`src/rtl/nibble_adder_pkg.sv`:
```
// Shared definitions for the nibble-serial wide adder: state encoding,
// nibble width and the iteration-counter width helper.
package nibble_adder_pkg;

  localparam int NIBBLE_W = 4;

  typedef enum logic [1:0] {
    IDLE = 2'd0,
    RUN  = 2'd1,
    DONE = 2'd2
  } state_e;

  // A single-nibble build still needs a 1-bit counter.
  function automatic int cnt_width(input int nibbles);
    return (nibbles <= 1) ? 1 : $clog2(nibbles);
  endfunction

endpackage

```
`src/rtl/nibble_serial_adder_adder.sv`:
```
// Existing 4-bit combinational adder that the serial front end drives one
// nibble at a time.
module Adder (
  input  logic [3:0] A,
  input  logic [3:0] B,
  input  logic       CIN,
  output logic [3:0] SUM,
  output logic       COUT
);

  logic [4:0] total;

  assign total = 5'(A) + 5'(B) + 5'(CIN);
  assign SUM   = total[3:0];
  assign COUT  = total[4];

endmodule

```
`src/rtl/nibble_serial_adder.sv`:
```
// Wide adder built from one 4-bit Adder, processing one nibble per cycle
// (LS nibble first) between a valid/ready input and a valid/ready output.
module nibble_serial_adder
  import nibble_adder_pkg::*;
#(
  parameter int NIBBLES = 4
) (
  input  logic                          CLK,
  input  logic                          RST_N,
  input  logic                          IN_VALID,
  output logic                          IN_READY,
  input  logic [NIBBLE_W*NIBBLES-1:0]   A,
  input  logic [NIBBLE_W*NIBBLES-1:0]   B,
  input  logic                          CIN,
  output logic                          OUT_VALID,
  input  logic                          OUT_READY,
  output logic [NIBBLE_W*NIBBLES-1:0]   SUM,
  output logic                          COUT
);

  localparam int W     = NIBBLE_W * NIBBLES;
  localparam int CNT_W = cnt_width(NIBBLES);
  localparam logic [CNT_W-1:0] LAST_IDX = CNT_W'(NIBBLES - 1);

  state_e               state_q, state_d;
  logic [W-1:0]         a_q, a_d;
  logic [W-1:0]         b_q, b_d;
  logic [W-1:0]         sum_q, sum_d;
  logic                 carry_q, carry_d;
  logic                 cout_q, cout_d;
  logic [CNT_W-1:0]     idx_q, idx_d;

  logic [NIBBLE_W-1:0]  a_nib;
  logic [NIBBLE_W-1:0]  b_nib;
  logic [NIBBLE_W-1:0]  nib_sum;
  logic                 nib_cout;

  // Select the active nibble of each captured operand.
  always_comb begin
    a_nib = '0;
    b_nib = '0;
    for (int i = 0; i < NIBBLES; i++) begin
      if (idx_q == CNT_W'(i)) begin
        a_nib = a_q[i*NIBBLE_W +: NIBBLE_W];
        b_nib = b_q[i*NIBBLE_W +: NIBBLE_W];
      end
    end
  end

  Adder u_adder (
    .A    (a_nib),
    .B    (b_nib),
    .CIN  (carry_q),
    .SUM  (nib_sum),
    .COUT (nib_cout)
  );

  always_comb begin
    state_d = state_q;
    a_d     = a_q;
    b_d     = b_q;
    sum_d   = sum_q;
    carry_d = carry_q;
    cout_d  = cout_q;
    idx_d   = idx_q;

    case (state_q)
      IDLE: begin
        if (IN_VALID) begin
          a_d     = A;
          b_d     = B;
          carry_d = CIN;
          idx_d   = '0;
          sum_d   = '0;
          state_d = RUN;
        end
      end

      RUN: begin
        for (int i = 0; i < NIBBLES; i++) begin
          if (idx_q == CNT_W'(i)) begin
            sum_d[i*NIBBLE_W +: NIBBLE_W] = nib_sum;
          end
        end
        carry_d = nib_cout;
        // The counter parks on the last nibble rather than wrapping.
        if (idx_q == LAST_IDX) begin
          cout_d  = nib_cout;
          state_d = DONE;
        end else begin
          idx_d = idx_q + CNT_W'(1);
        end
      end

      DONE: begin
        if (OUT_READY) begin
          state_d = IDLE;
        end
      end

      default: state_d = IDLE;
    endcase
  end

  always_ff @(posedge CLK or negedge RST_N) begin
    if (!RST_N) begin
      state_q <= IDLE;
      a_q     <= '0;
      b_q     <= '0;
      sum_q   <= '0;
      carry_q <= 1'b0;
      cout_q  <= 1'b0;
      idx_q   <= '0;
    end else begin
      state_q <= state_d;
      a_q     <= a_d;
      b_q     <= b_d;
      sum_q   <= sum_d;
      carry_q <= carry_d;
      cout_q  <= cout_d;
      idx_q   <= idx_d;
    end
  end

  assign IN_READY  = (state_q == IDLE);
  assign OUT_VALID = (state_q == DONE);
  assign SUM       = sum_q;
  assign COUT      = cout_q;

endmodule

```
`config.mk`:
```
export PLATFORM = sky130hd
export DESIGN_NAME = nibble_serial_adder
export DESIGN_NICKNAME = d
export VERILOG_FILES = /design/src/rtl/nibble_adder_pkg.sv /design/src/rtl/nibble_serial_adder_adder.sv /design/src/rtl/nibble_serial_adder.sv
export SDC_FILE = /design/constraint.sdc
export NUM_CORES = 1
export LEC_CHECK = 0
export ABC_CLOCK_PERIOD_IN_PS = 3300
export CAP_MARGIN = 20
export CELL_PAD_IN_SITES_DETAIL_PLACEMENT = 1
export CELL_PAD_IN_SITES_GLOBAL_PLACEMENT = 1
export CORE_AREA = 2 2 84 86
export DETAILED_ROUTE_END_ITERATION = 8
export DIE_AREA = 0 0 86 88
export GPL_TIMING_DRIVEN = 1
export HOLD_SLACK_MARGIN = 0.03
export PLACE_DENSITY_LB_ADDON = 0.1
export SLEW_MARGIN = 20
export SYNTH_ARGS = -nofsm -noshare
export SYNTH_HDL_FRONTEND = slang
export SYNTH_SLANG_ARGS = --single-unit
```
`constraint.sdc`:
```
create_clock -name CLK -period 3.3 [get_ports CLK]
set_input_delay 0.495 -clock CLK [delete_from_list [all_inputs] [get_ports CLK]]
set_output_delay 0.495 -clock CLK [all_outputs]
set_load 0.02 [all_outputs]
```
==> After elaboration in Yosys (flattened, before gate mapping) <==
Cells that the tools add are included.
{ "classes": {"addsub": 3, "eq_ne": 12, "n_mux": 23, "n_reduce_logical": 12} }
{ "op_table": {"columns": ["op", "count"], "rows": [
  ["two-way mux 4 bit", 12],
  ["one-hot mux 16 bit (2 select lines)", 1],
  ["AND reduction 3 bit", 6],
  ["two-way mux 16 bit", 1],
  ["!= test 2 bit, second input constant", 6],
  ["two-way mux 2 bit", 5],
  ["equality test 2 bit, second input constant", 3],
  ["one-hot mux 2 bit (3 select lines)", 1],
  ["AND reduction 2 bit", 3],
  ["adder 4 x 4 -> 5 bit", 1],
  ["adder 5 x 1 -> 5 bit", 1],
  ["equality test 2 x 1 -> 1 bit, second input constant", 2],
  ["zero test 2 bit", 2],
  ["one-hot mux 2 bit (2 select lines)", 1],
  ["adder 2 x 1 -> 2 bit, second input constant", 1],
  ["!= test 2 x 1 -> 1 bit, second input constant", 1],
  ["one-hot mux 1 bit (2 select lines)", 1],
  ["nonzero test 2 bit", 1],
  ["two-way mux 1 bit", 1]
]} }
{ "totals": {"ff_bits": 54, "input_bits": 37, "word_cells": 60} }

==> Longest topological paths before layout <==
{ "logic_depth": {"depth_word": 9, "mapped_depth": 13, "mapped_depth_nobuf": 11} }

==> Modules after synthesis <==
From an unflattened synthesis, not the netlist that was laid out.
{ "unflattened": {"hier_cells": 232, "hier_area_um2": 2715.1} }
{ "by_module_without_submodules": {"columns": ["module", "n_inst", "cells_each", "area_per_inst_um2", "seq_area_each_um2"], "rows": [
  ["nibble_serial_adder", 1, 216, 2571.2, 1351.3],
  ["Adder", 1, 16, 143.9, 0.0]
]} }

==> Worst setup path after synthesis <==
Ideal clock, no wire load.
{ "synth_path": {"path_type": "reg2reg", "startpoint": "register idx_q[0]", "endpoint": "register sum_q[2], in the netlist SUM[2]", "setup_ps": 132, "arrival_time_ps": 2449, "t_required_ps": 3168, "path_slack_ps": 719, "path_stages_with_launch": 9, "path_buffers": 2, "period_less_slack_ps": 2581, "path_cell_list": "dfrtp_1 > ha_1 > clkbuf_1 > clkbuf_1 > a22oi_1 > fa_1 > fa_1 > xor2_1 > o21ai_0"} }
{ "synth_between": {"elab_chain_len": 9, "elab_cells_between_ends": 18, "cone_classes": "add/sub: 2; eq/ne: 4; mux: 10; reduce/logical: 2"} }
{ "synth_lines": {"columns": ["item", "line", "source"], "rows": [
  ["from (decl)", "nibble_serial_adder.sv:31", "logic [CNT_W-1:0] idx_q, idx_d;"],
  ["from (signal assigned)", "nibble_serial_adder.sv:121", "idx_q <= idx_d;"],
  ["zero test 2 bit", "nibble_serial_adder.sv:43, nibble_serial_adder.sv:81", null],
  ["two-way mux 4 bit (4 in series)", "nibble_serial_adder.sv:43", "if (idx_q == CNT_W'(i)) begin"],
  ["adder 4 x 4 -> 5 bit", "nibble_serial_adder_adder.sv:13", "assign total = 5'(A) + 5'(B) + 5'(CIN);"],
  ["adder 5 x 1 -> 5 bit", "nibble_serial_adder_adder.sv:13", null],
  ["two-way mux 4 bit", "nibble_serial_adder.sv:81", "if (idx_q == CNT_W'(i)) begin"],
  ["one-hot mux 16 bit (2 select lines)", "nibble_serial_adder.sv:67", "case (state_q)"],
  ["to (signal assigned)", "nibble_serial_adder.sv:118", "sum_q <= sum_d;"],
  ["to (decl)", "nibble_serial_adder.sv:28", "logic [W-1:0] sum_q, sum_d;"]
]} }
Several ways; a longest one is shown, not always the timed one. The select of a mux whose other input is x is not followed.
A chain may end at the register's enable or synchronous reset.

==> Final worst setup path <==
Ends and elaborated chain as after synthesis.

==> flow_metrics.tcl <==
set metrics [dict create \
    seq_area_frac_synth_pct 53.0 \
    final_nets 331 \
    holdBufCountCts 0 \
    p_sw_share_pct 42.6 \
    vias_per_cell 5.10 \
    crit_path_end_kind "flop" \
    synth.distinct_cells 30 \
    track_usage_pct 16.6 \
    comb_power_share_pct 53.7 \
    grt_max_degree 41 \
    critPathKind "flop to flop" \
    synth.top_cells.by_area "dfrtp_1, mux2_2, o21ai_0, nand2_1, a21oi_1" \
    antenna_found_initial 0 \
    rsz0062_at_grt "false" \
    area_growth_pct 26.8 \
    hold_path.class "input pin to async pin" \
    drt_iter0_markers 70 \
    synth_area_per_cell_um2 10.9 \
    worstPathArrival_ns 3.16 \
    r2r_start "idx_q[0]" \
    fp.coreArea_um2 6640 \
    internal_power_mw 1.95 \
    overflow 0 \
    die_w_um 86 \
    powerDensity_nw_per_um2 1050 \
    drive_above_1_share_pct 14.3 \
    setup_tns_ns 0 \
    rr_endpoint "SUM[2]" \
    p_leak_nw 1.38 \
    synth_cells 234 \
    wl_um 5730 \
    relSlewSlack_pct 47.8 \
    htreeDepth 2 \
    wl_per_cell_um 15.6 \
    netlist_area_um2 2550 \
    fp-row-count 30 \
    synth_area_leader_cell "dfrtp_1" \
    die_area_um2 7570 \
    cap_violations 0 \
    startpoint_type "flop" \
    ys_warn_count 0 \
    grt_pass1_wl_um 9780 \
    post-route-util_pct 48.6 \
    synth_seq_cells 54 \
    hpwlAfterDp_um 4160 \
    synth_fp_nets 280 \
    yosys.area.top_type_share_pct 53.0 \
    rrSetupSlack_ns 0.33 \
    switchingPower_mw 1.45 \
    finalHoldViolCount 0 \
    power_mw 3.40 \
    cts_buffer_depth 2 \
    clkTransAtPathRegs_ns 0.10 \
    diodes 0 \
    reg2reg_depth 9 \
    numClockSinks 54 \
    initial_core_util_pct 38.3 \
    die_h_um 88 \
    drv_slew 0 \
    post-route-drc-count 0 \
    cts_made_buffers 5 \
    portBuffers 55 \
    fin_worst_skew_ns 0.00810 \
    first_global_vias 1992 \
    clk_latency_ns 0.31 \
    cts-root-buf "clkbuf_8" \
    worstMarginPinSlew_ns 0.781 \
    vdd_drop_max_uv 355 \
    status "completed" \
    setup_viol 0 \
    finalCriticalPeriod_ns 2.97 \
    tritoncts "built" \
    cp_max_fo 10 \
    seq_power_share_pct 34.5 \
    p_clk_share_pct 11.8 \
    dr.pass1.iters 4 \
    period_share_pct 90.0 \
    num_vias 1866 \
    pin_count 56 \
    fmax_mhz 337 \
    place_congestion 0.780 \
    required_ns 3.49 \
    drtAntennaViolNets 0 \
]
[cell families after synthesis]
kind of cell | share of synthesized area, %
multiplexers | 12.8
buffers and inverters | 5.21
AO/OA/AOI/OAI | 14.6
flip-flops | 53.0
adder cells (fa/ha/maj) | 5.01
XOR/XNOR | 0.688
AND/OR/NAND/NOR | 8.64
[layer usage]
layer	GRT usage (%)	routed length, um
met5	0	0
met4	5.63	105
met3	3.58	261
met2	27.2	2640
met1	21.9	2720
[flip-flops by register name, indices dropped and copies added (netlist names)]
signal and flops:
SUM 16, idx_q 2, COUT 1, b_q 16, carry_q 1, state_q 2, a_q 16
[worst max-delay path by stage]
stage | from | endpoint | slack (ns) | depth (start not counted)
2_1_floorplan | idx_q[0] | SUM[2] | 0.72 | 8
3_3_place_gp | idx_q[0] | SUM[2] | 0.23 | 9
3_5_place_dp | idx_q[0] | SUM[2] | 0.18 | 9
4_1_cts | idx_q[0] | SUM[2] | 0.21 | 9
5_1_grt | idx_q[0] | SUM[6] | 0.13 | 6
6_report | idx_q[0] | SUM[2] | 0.33 | 9
[through the flow]
stage                     setup WS (ns)  hold WS [ns]  cell area [um2]  instances
after CTS                         0.206         0.243             3220        366
after floorplan                   0.719         0.199             2550        234
after global routing              0.125         0.263             3230        366
final                             0.329         0.224             3230        366
after detailed placement          0.181         0.472             3120        358
after global placement            0.231         0.461             3120        358
[synthesized netlist by cell type, drive strengths merged]
cell     n
nor2b    1
nand3b   4
xor2     1
mux2i    1
o22ai    1
ha       7
nor3b    1
a22o     3
a22oi    3
clkbuf   3
buf     10
dfrtp   54
nand2b   1
mux2    28
inv     13
nor2     2
a32o     1
a21oi   23
xnor2    1
nand2   39
fa       2
o21ai   31
o21bai   1
nor3     1
a21o     2
[worst max-delay path, stage by stage (launching register included)]
cell	delay, ns
dfrtp_1	0.47
inv_1	0.12
ha_2	0.36
nand2_1	0.10
o21ai_0	0.24
a22oi_1	0.14
fa_1	0.46
fa_1	0.42
xor2_1	0.38
o21ai_0	0.15
[placed cells by master, fill, tap and decap left out, types with 4 or more instances in the layout]
cell / n
dfrtp_1: 54
clkdlybuf4s50_1: 54
nand2_1: 39
o21ai_0: 31
mux2_2: 22
a21oi_1: 19
inv_1: 13
mux2_1: 6
clkbuf_8: 6
nand3b_1: 4
a21oi_2: 4
ha_1: 4
[cell type report]
| type | instances | area (um2) |
|---|---|---|
| clock inverter | 2 | 16.3 |
| timing repair buffer | 57 | 561 |
| multi-input combinational | 154 | 1070 |
| clock buffer | 6 | 82.6 |
| tap | 80 | 100 |
| inverter | 13 | 48.8 |
| sequential | 54 | 1350 |
| fill | 724 | 3410 |
[power groups by stage]
stage	registers [mW]	clock network, mW	logic, mW
2_1_floorplan	1.20	0	1.22
5_1_grt	1.22	0.444	2.08
4_1_cts	1.18	0.413	1.86
6_report	1.18	0.400	1.83
3_3_place_gp	1.18	0	1.82
3_5_place_dp	1.19	0	1.85
[repair_timing]
item / CTS / global route
endpoints found under the setup margin: 0 / 2
gates resized for setup: 0 / 3
buffers inserted: 0 / 0
Note: power is estimated with default switching activity, not from simulation.
